==> src/rtl/alu_share_arbiter.sv <==
// Round-robin arbiter sharing one external ALU between two valid/ready requesters.
// Optional grant statistics counters enabled by defining ALU_SHARE_ARBITER_STATS_EN.
module alu_share_arbiter #(
  parameter int WIDTH = 64,
  parameter int OP_W  = 6
) (
  input  logic             clk,
  input  logic             rst_n,
  input  logic             req0_valid,
  output logic             req0_ready,
  input  logic [WIDTH-1:0] req0_a,
  input  logic [WIDTH-1:0] req0_b,
  input  logic [OP_W-1:0]  req0_op,
  input  logic             req1_valid,
  output logic             req1_ready,
  input  logic [WIDTH-1:0] req1_a,
  input  logic [WIDTH-1:0] req1_b,
  input  logic [OP_W-1:0]  req1_op,
  output logic             rsp0_valid,
  input  logic             rsp0_ready,
  output logic [WIDTH-1:0] rsp0_result,
  output logic             rsp0_zero,
  output logic             rsp1_valid,
  input  logic             rsp1_ready,
  output logic [WIDTH-1:0] rsp1_result,
  output logic             rsp1_zero,
  output logic [WIDTH-1:0] alu_a,
  output logic [WIDTH-1:0] alu_b,
  output logic [OP_W-1:0]  alu_op,
  input  logic [WIDTH-1:0] alu_o,
  input  logic             alu_zero
`ifdef ALU_SHARE_ARBITER_STATS_EN
  ,
  output logic [31:0]      grant_cnt0,
  output logic [31:0]      grant_cnt1
`endif
);

  typedef enum logic [1:0] {IDLE, EXEC, RESP} state_t;

  state_t           state_reg, state_next;
  logic [WIDTH-1:0] op_a_reg, op_b_reg, result_reg;
  logic [OP_W-1:0]  op_code_reg;
  logic             zero_reg;
  logic             grant_reg;
  logic             last_grant_reg;

  logic             grant;
  logic             accept;
  logic             rsp_done;

  // Sole requester wins; on a tie the one not served last time wins.
  always_comb begin
    grant = req1_valid;
    if (req0_valid && req1_valid) begin
      grant = ~last_grant_reg;
    end
  end

  // Gated by rst_n so no ready is shown while reset is held.
  assign req0_ready = rst_n && (state_reg == IDLE) && req0_valid && !grant;
  assign req1_ready = rst_n && (state_reg == IDLE) && req1_valid && grant;
  assign accept     = req0_ready || req1_ready;

  assign rsp0_valid  = (state_reg == RESP) && !grant_reg;
  assign rsp1_valid  = (state_reg == RESP) && grant_reg;
  assign rsp0_result = rsp0_valid ? result_reg : '0;
  assign rsp1_result = rsp1_valid ? result_reg : '0;
  assign rsp0_zero   = rsp0_valid && zero_reg;
  assign rsp1_zero   = rsp1_valid && zero_reg;
  assign rsp_done    = (rsp0_valid && rsp0_ready) || (rsp1_valid && rsp1_ready);

  assign alu_a  = op_a_reg;
  assign alu_b  = op_b_reg;
  assign alu_op = op_code_reg;

  always_comb begin
    state_next = state_reg;
    case (state_reg)
      IDLE:    if (accept) state_next = EXEC;
      EXEC:    state_next = RESP;
      RESP:    if (rsp_done) state_next = IDLE;
      default: state_next = IDLE;
    endcase
  end

  always_ff @(posedge clk or negedge rst_n) begin
    if (!rst_n) begin
      state_reg      <= IDLE;
      op_a_reg       <= '0;
      op_b_reg       <= '0;
      op_code_reg    <= '0;
      result_reg     <= '0;
      zero_reg       <= 1'b0;
      grant_reg      <= 1'b0;
      last_grant_reg <= 1'b1;
    end else begin
      state_reg <= state_next;
      if (accept) begin
        op_a_reg       <= grant ? req1_a  : req0_a;
        op_b_reg       <= grant ? req1_b  : req0_b;
        op_code_reg    <= grant ? req1_op : req0_op;
        grant_reg      <= grant;
        last_grant_reg <= grant;
      end
      // ALU is combinational; its output is valid while EXEC drives the operands.
      if (state_reg == EXEC) begin
        result_reg <= alu_o;
        zero_reg   <= alu_zero;
      end
    end
  end

`ifdef ALU_SHARE_ARBITER_STATS_EN
  always_ff @(posedge clk or negedge rst_n) begin
    if (!rst_n) begin
      grant_cnt0 <= '0;
      grant_cnt1 <= '0;
    end else begin
      if (req0_ready && (grant_cnt0 != 32'hFFFF_FFFF)) grant_cnt0 <= grant_cnt0 + 32'd1;
      if (req1_ready && (grant_cnt1 != 32'hFFFF_FFFF)) grant_cnt1 <= grant_cnt1 + 32'd1;
    end
  end
`endif

endmodule
==> config.mk <==
export PLATFORM = sky130hd
export DESIGN_NAME = alu_share_arbiter
export DESIGN_NICKNAME = d
export VERILOG_FILES = /design/src/rtl/alu_share_arbiter.sv
export SDC_FILE = /design/constraint.sdc
export NUM_CORES = 1
export LEC_CHECK = 0
export ABC_AREA = 0
export CAP_MARGIN = 5
export CORE_AREA = 2 2 239 241
export DETAILED_ROUTE_END_ITERATION = 6
export DIE_AREA = 0 0 241 243
export PLACE_DENSITY = 0.48
export SLEW_MARGIN = 20
export SYNTH_ARGS = -nofsm -noshare
export SYNTH_HDL_FRONTEND = slang
export SYNTH_SLANG_ARGS = --single-unit
export TNS_END_PERCENT = 1
==> constraint.sdc <==
create_clock -name clk -period 1.8 [get_ports clk]
set_input_delay 0.36 -clock clk [delete_from_list [all_inputs] [get_ports clk]]
set_output_delay 0.36 -clock clk [all_outputs]
set_load 0.1 [all_outputs]
After elaboration in Yosys (flattened, before gate mapping)
Index checks and enable logic that the tools add are counted.

Eq/ne operators: 4. Mux-type cells: 9. Bitwise operators: 1. Reduce and logical (&&, ||, !) cells: 18.

Operators with widths (count): 2-to-1 mux 64 bit (4); logical AND 1 bit (12); 2-to-1 mux 6 bit (1); case mux 2 bit (3 select lines) (1); 2-to-1 mux 2 bit (2); inequality test 2 bit, second input constant (2); == test 2 x 1 -> 1 bit, second input constant (1); == test 2 bit, second input constant (1); logical NOT 1 bit (2); logical NOT 2 bit (1); logical OR 1 bit (2); AND reduction 2 bit (1); 2-to-1 mux 1 bit (1); NOT 1 bit (1).

Register bits after elaboration: 203. Input port bits: 339. Output and inout bits: 268. Word-level logic and storage cells: 40.

Logic depth before layout (Yosys ltp)
Gate-level depths: netlist of the first run.

Depth in word-level cells: 7. Depth in mapped cells: 6. Mapped depth without buffers: 3.

Least setup slack after synthesis of the first run
Ideal clock, no wire load.

Path kind: register -> output. From: reg state_reg[0]. To: out req0_ready. Arrival: 2.988 ns. Required time: 1.440 ns. Slack: -1.548 ns. Cell stages (with the launch flop): 4. Buffers on the path: 1. Cells stage by stage: dfrtp_1 -> or3b_1 -> clkbuf_1 -> nor3_1.

Cells in the longest elaborated chain, start to end: 4.

Ends and longest elaborated chain: start, declared (RTL line 41) `state_t state_reg, state_next;`; start signal, assigned (RTL line 98) `state_reg <= state_next;`; logical NOT 2 bit (RTL line 61) `assign req0_ready = rst_n && (state_reg == IDLE) && req0_valid && !grant;`; logical AND 1 bit (3 in a row) (RTL line 61); end, declared (RTL line 10) `output logic req0_ready,`.

Every way passes these cells.

Worst setup path after layout of the first run
From: reg state_reg[0]. To: out rsp1_result[43].

Cells in the longest elaborated chain, start to end: 3.

Ends and longest elaborated chain: == test 2 bit (RTL line 66) `assign rsp1_valid = (state_reg == RESP) && grant_reg;`; logical AND 1 bit (RTL line 66); 2-to-1 mux 64 bit (RTL line 68) `assign rsp1_result = rsp1_valid ? result_reg : '0;`; end, declared (RTL line 25) `output logic [WIDTH-1:0] rsp1_result,`.

Every way passes these cells.

==> results.cfg, run 1 <==
[worst_setup_path]
crit_path_end = rsp1_result[43]
end_kind = primary output
cp_data_arrival_time_ns = 1.90
rr_startpoint = last_grant_reg
cp-start-kind = flop
path_buf_inv = 3
startpoint = state_reg[0]
cp_max_fo = 6
max_stage_delay_ns = 0.39
r2r_setup_slack_ns = 0.07
rr_endpoint = alu_b[35]
cp_slowest_cell = dfrtp_1
reg2reg_depth = 5
cp_top_family = buffers and inverters
crit_type = flop to primary output
path_cells = nand2b_4, nor2_4, buf_6, clkbuf_16, and2_4, buf_12
cp_num_cells = 6
crit_required_ns = 1.44

[sta]
tns_ns = -56.00
worstMarginPinSlew_ns = 0.732
post-route-min-period_ns = 2.26
fin_ws_ns = -0.464
slew_violations = 0
slew_headroom_pct = 51.2
finalClockSkew_ns = 0.0200
rsz0062_at_grt = true
period_share_pct = 126
hold_violations = 0
max_freq_mhz = 442
setup_violations = 134
finalHoldWorstSlack_ns = 0.390

[synth]
synthDistinctLibCells = 25
synthesis.nets = 1120
syn_inst = 781
yosysMostFrequentCell = dfrtp_1
ys_seq_area_share_pct = 53.3
synthTopCellsByCount = dfrtp_1, a2bb2oi_1, o32ai_1
yosysWarnings = 0
async_reset_ff_share_pct = 100
netlist_area_sq_um = 9530
synth_area_per_cell_sq_um = 12.2
synth_flop_cell = dfrtp_1
synth_area_leaders = dfrtp_1, a2bb2oi_1, o32ai_1, and2_1, mux2_2
ys_seq_elements = 203
synth-edff-count = 0
synth_top_area_share_pct = 53.1
synth_top_cell_by_area = dfrtp_1

[global_routing]
grt_pass1_vias = 10600
grt_use_total_pct = 15.2
grt_start_max_net_pins = 114
antenna_found_initial = 2
gr-total-overflow = 0
grt_pass1_wl_um = 68100

[routing]
dr_total_vias = 9595
drc = 0
drt-total-wl_um = 46300
drtAntennaViolNets = 0
drt_iter0_markers = 218
firstDrtPassIters = 5
via_per_inst = 4.34
post_drt_wl_per_cell_um = 21.0

[cells_and_area]
final_nets = 1776
syn_to_final_growth_pct = 123
final_cell_count_no_fill = 2211
n_antenna_cell = 0
drive_gt1_share_pct = 42.8

[floorplan]
ios = 607
die_y_um = 243
start_util_pct = 17.0
row_count = 87
die-width_um = 241
core_sq_um = 56000
die-area_sq_um = 58600

[power]
total_power_mw = 46.5
p_clk_share_pct = 11.8
powerDensity_nw_per_um2 = 2190
p_comb_share_pct = 68.8
seq_power_share_pct = 19.4
p_leak_nw = 8.56
power_switching_mw = 24.0
switching_share_pct = 51.6
intPower_mw = 22.5
irDropWorstVdd_mv = 1.16

[clocking]
cts_tree = yes
cts_made_buffers = 26
path_clk_slew_ns = 0.06
numClockSinks = 203
clock_path_buffers = 3
cts_max_level = 1
cts_root_buf = clkbuf_16
clock_latency_ns = 0.55

[placed_design]
pre_cts_slack_ns = -0.541
placed_cells = 2156
dp_hpwl_um = 34900
gp_congestion = 0.789
portBuffers = 606

[run_status]
run_status = finished, violations left
violations = setup timing

[flow_run]
max-cap-violations = 0

[hold_path]
hold_path_class = input pin to flop
-- power by group through the flow --
stage	Clock, mW	Sequential [mW]	Combinational (mW)
after floorplan	0	18.0	9.30
after global placement	0	9.00	31.4
after detailed placement	0	8.99	31.6
after CTS	5.71	9.04	32.2
after global routing	5.91	9.33	32.9
final	5.49	9.02	32.0
-- final cells by class --
cell class | count | area [sq um]
fillers | 5433 | 34700
repair buffers | 723 | 10000
flip-flops and latches | 203 | 5080
multi-input cells | 481 | 4310
well taps | 756 | 946
clock buffers | 42 | 822
clock inverters | 4 | 70.1
inverters | 2 | 10.0
-- layout by cell type (no fill, tap or decap), types with 2 or more instances in the layout --
master / synthesis / routed
nor2_4: 1 / 4
clkbuf_16: 0 / 29
clkinv_2: 0 / 2
clkdlybuf4s50_1: 0 / 337
mux2_2: 66 / 66
and2_4: 0 / 64
and2_1: 130 / 13
buf_16: 0 / 3
nor2b_4: 0 / 2
buf_12: 0 / 289
o32ai_1: 134 / 134
and2_2: 0 / 53
bufinv_16: 0 / 2
a2bb2oi_1: 134 / 134
dfrtp_1: 202 / 201
clkbuf_8: 0 / 10
clkbuf_1: 65 / 6
buf_4: 0 / 86
buf_6: 6 / 4
-- logic make-up after synthesis --
family | Yosys count | synth area share [%]
AND/OR/NAND/NOR | 142 | 9.27
flip-flops | 203 | 53.3
AO/OA/AOI/OAI | 273 | 25.0
buffers and inverters | 97 | 4.56
multiplexers | 66 | 7.80
-- layer usage --
layer	up-vias	global-route usage (%)	share of wire (%)
met5	-	0	0.058
met4	4	3.38	1.8
met3	44	5.17	9.7
met2	425	27.3	51
met1	4744	17.0	37
li1	4378	-	-
-- how the worst min path moves through the flow --
stage	slack, ns	startpoint	end	depth (start not counted)
6_report	0.39	rst_n	grant_reg	4
5_1_grt	0.40	alu_o[5]	result_reg[5]	2
4_1_cts	0.38	alu_o[54]	result_reg[54]	2
3_5_place_dp	0.50	result_reg[41]	result_reg[41]	1
3_3_place_gp	0.50	result_reg[4]	result_reg[4]	1
2_1_floorplan	0.06	rst_n	alu_a[0]	0
-- what timing repair did --
action | 4_1_cts | 5_1_grt
hold buffers | 1 | 0
endpoints found under the hold margin | 10 | 0
pin swaps | 47 | 6
gates cloned | 3 | 2
endpoints found under the setup margin | 168 | 260
resized for setup | 55 | 9
buffers inserted | 4 | 0
-- per-stage QoR --
stage               util, %  instance area (sq um)
floorplan                 -                   9700
global placement       35.8                  20100
detailed placement     35.8                  20100
CTS                    37.9                  21200
global route           38.0                  21200
finish                 38.0                  21200
-- worst reg2reg max path, stage by stage, from the launching register on --
cell,delay [ns]
dfstp_2,0.58
nor2b_4,0.08
buf_12,0.17
o32ai_1,0.52
buf_4,0.20
a2bb2oi_1,0.05
Power figures use the tool's default switching activity.
==> run 2: changes to the inputs <==
Settings changed: ABC_AREA 0 to unset.
==> results of run 2 <==
Same layout as run 1: the final DEF is identical, and so are final timing and power.
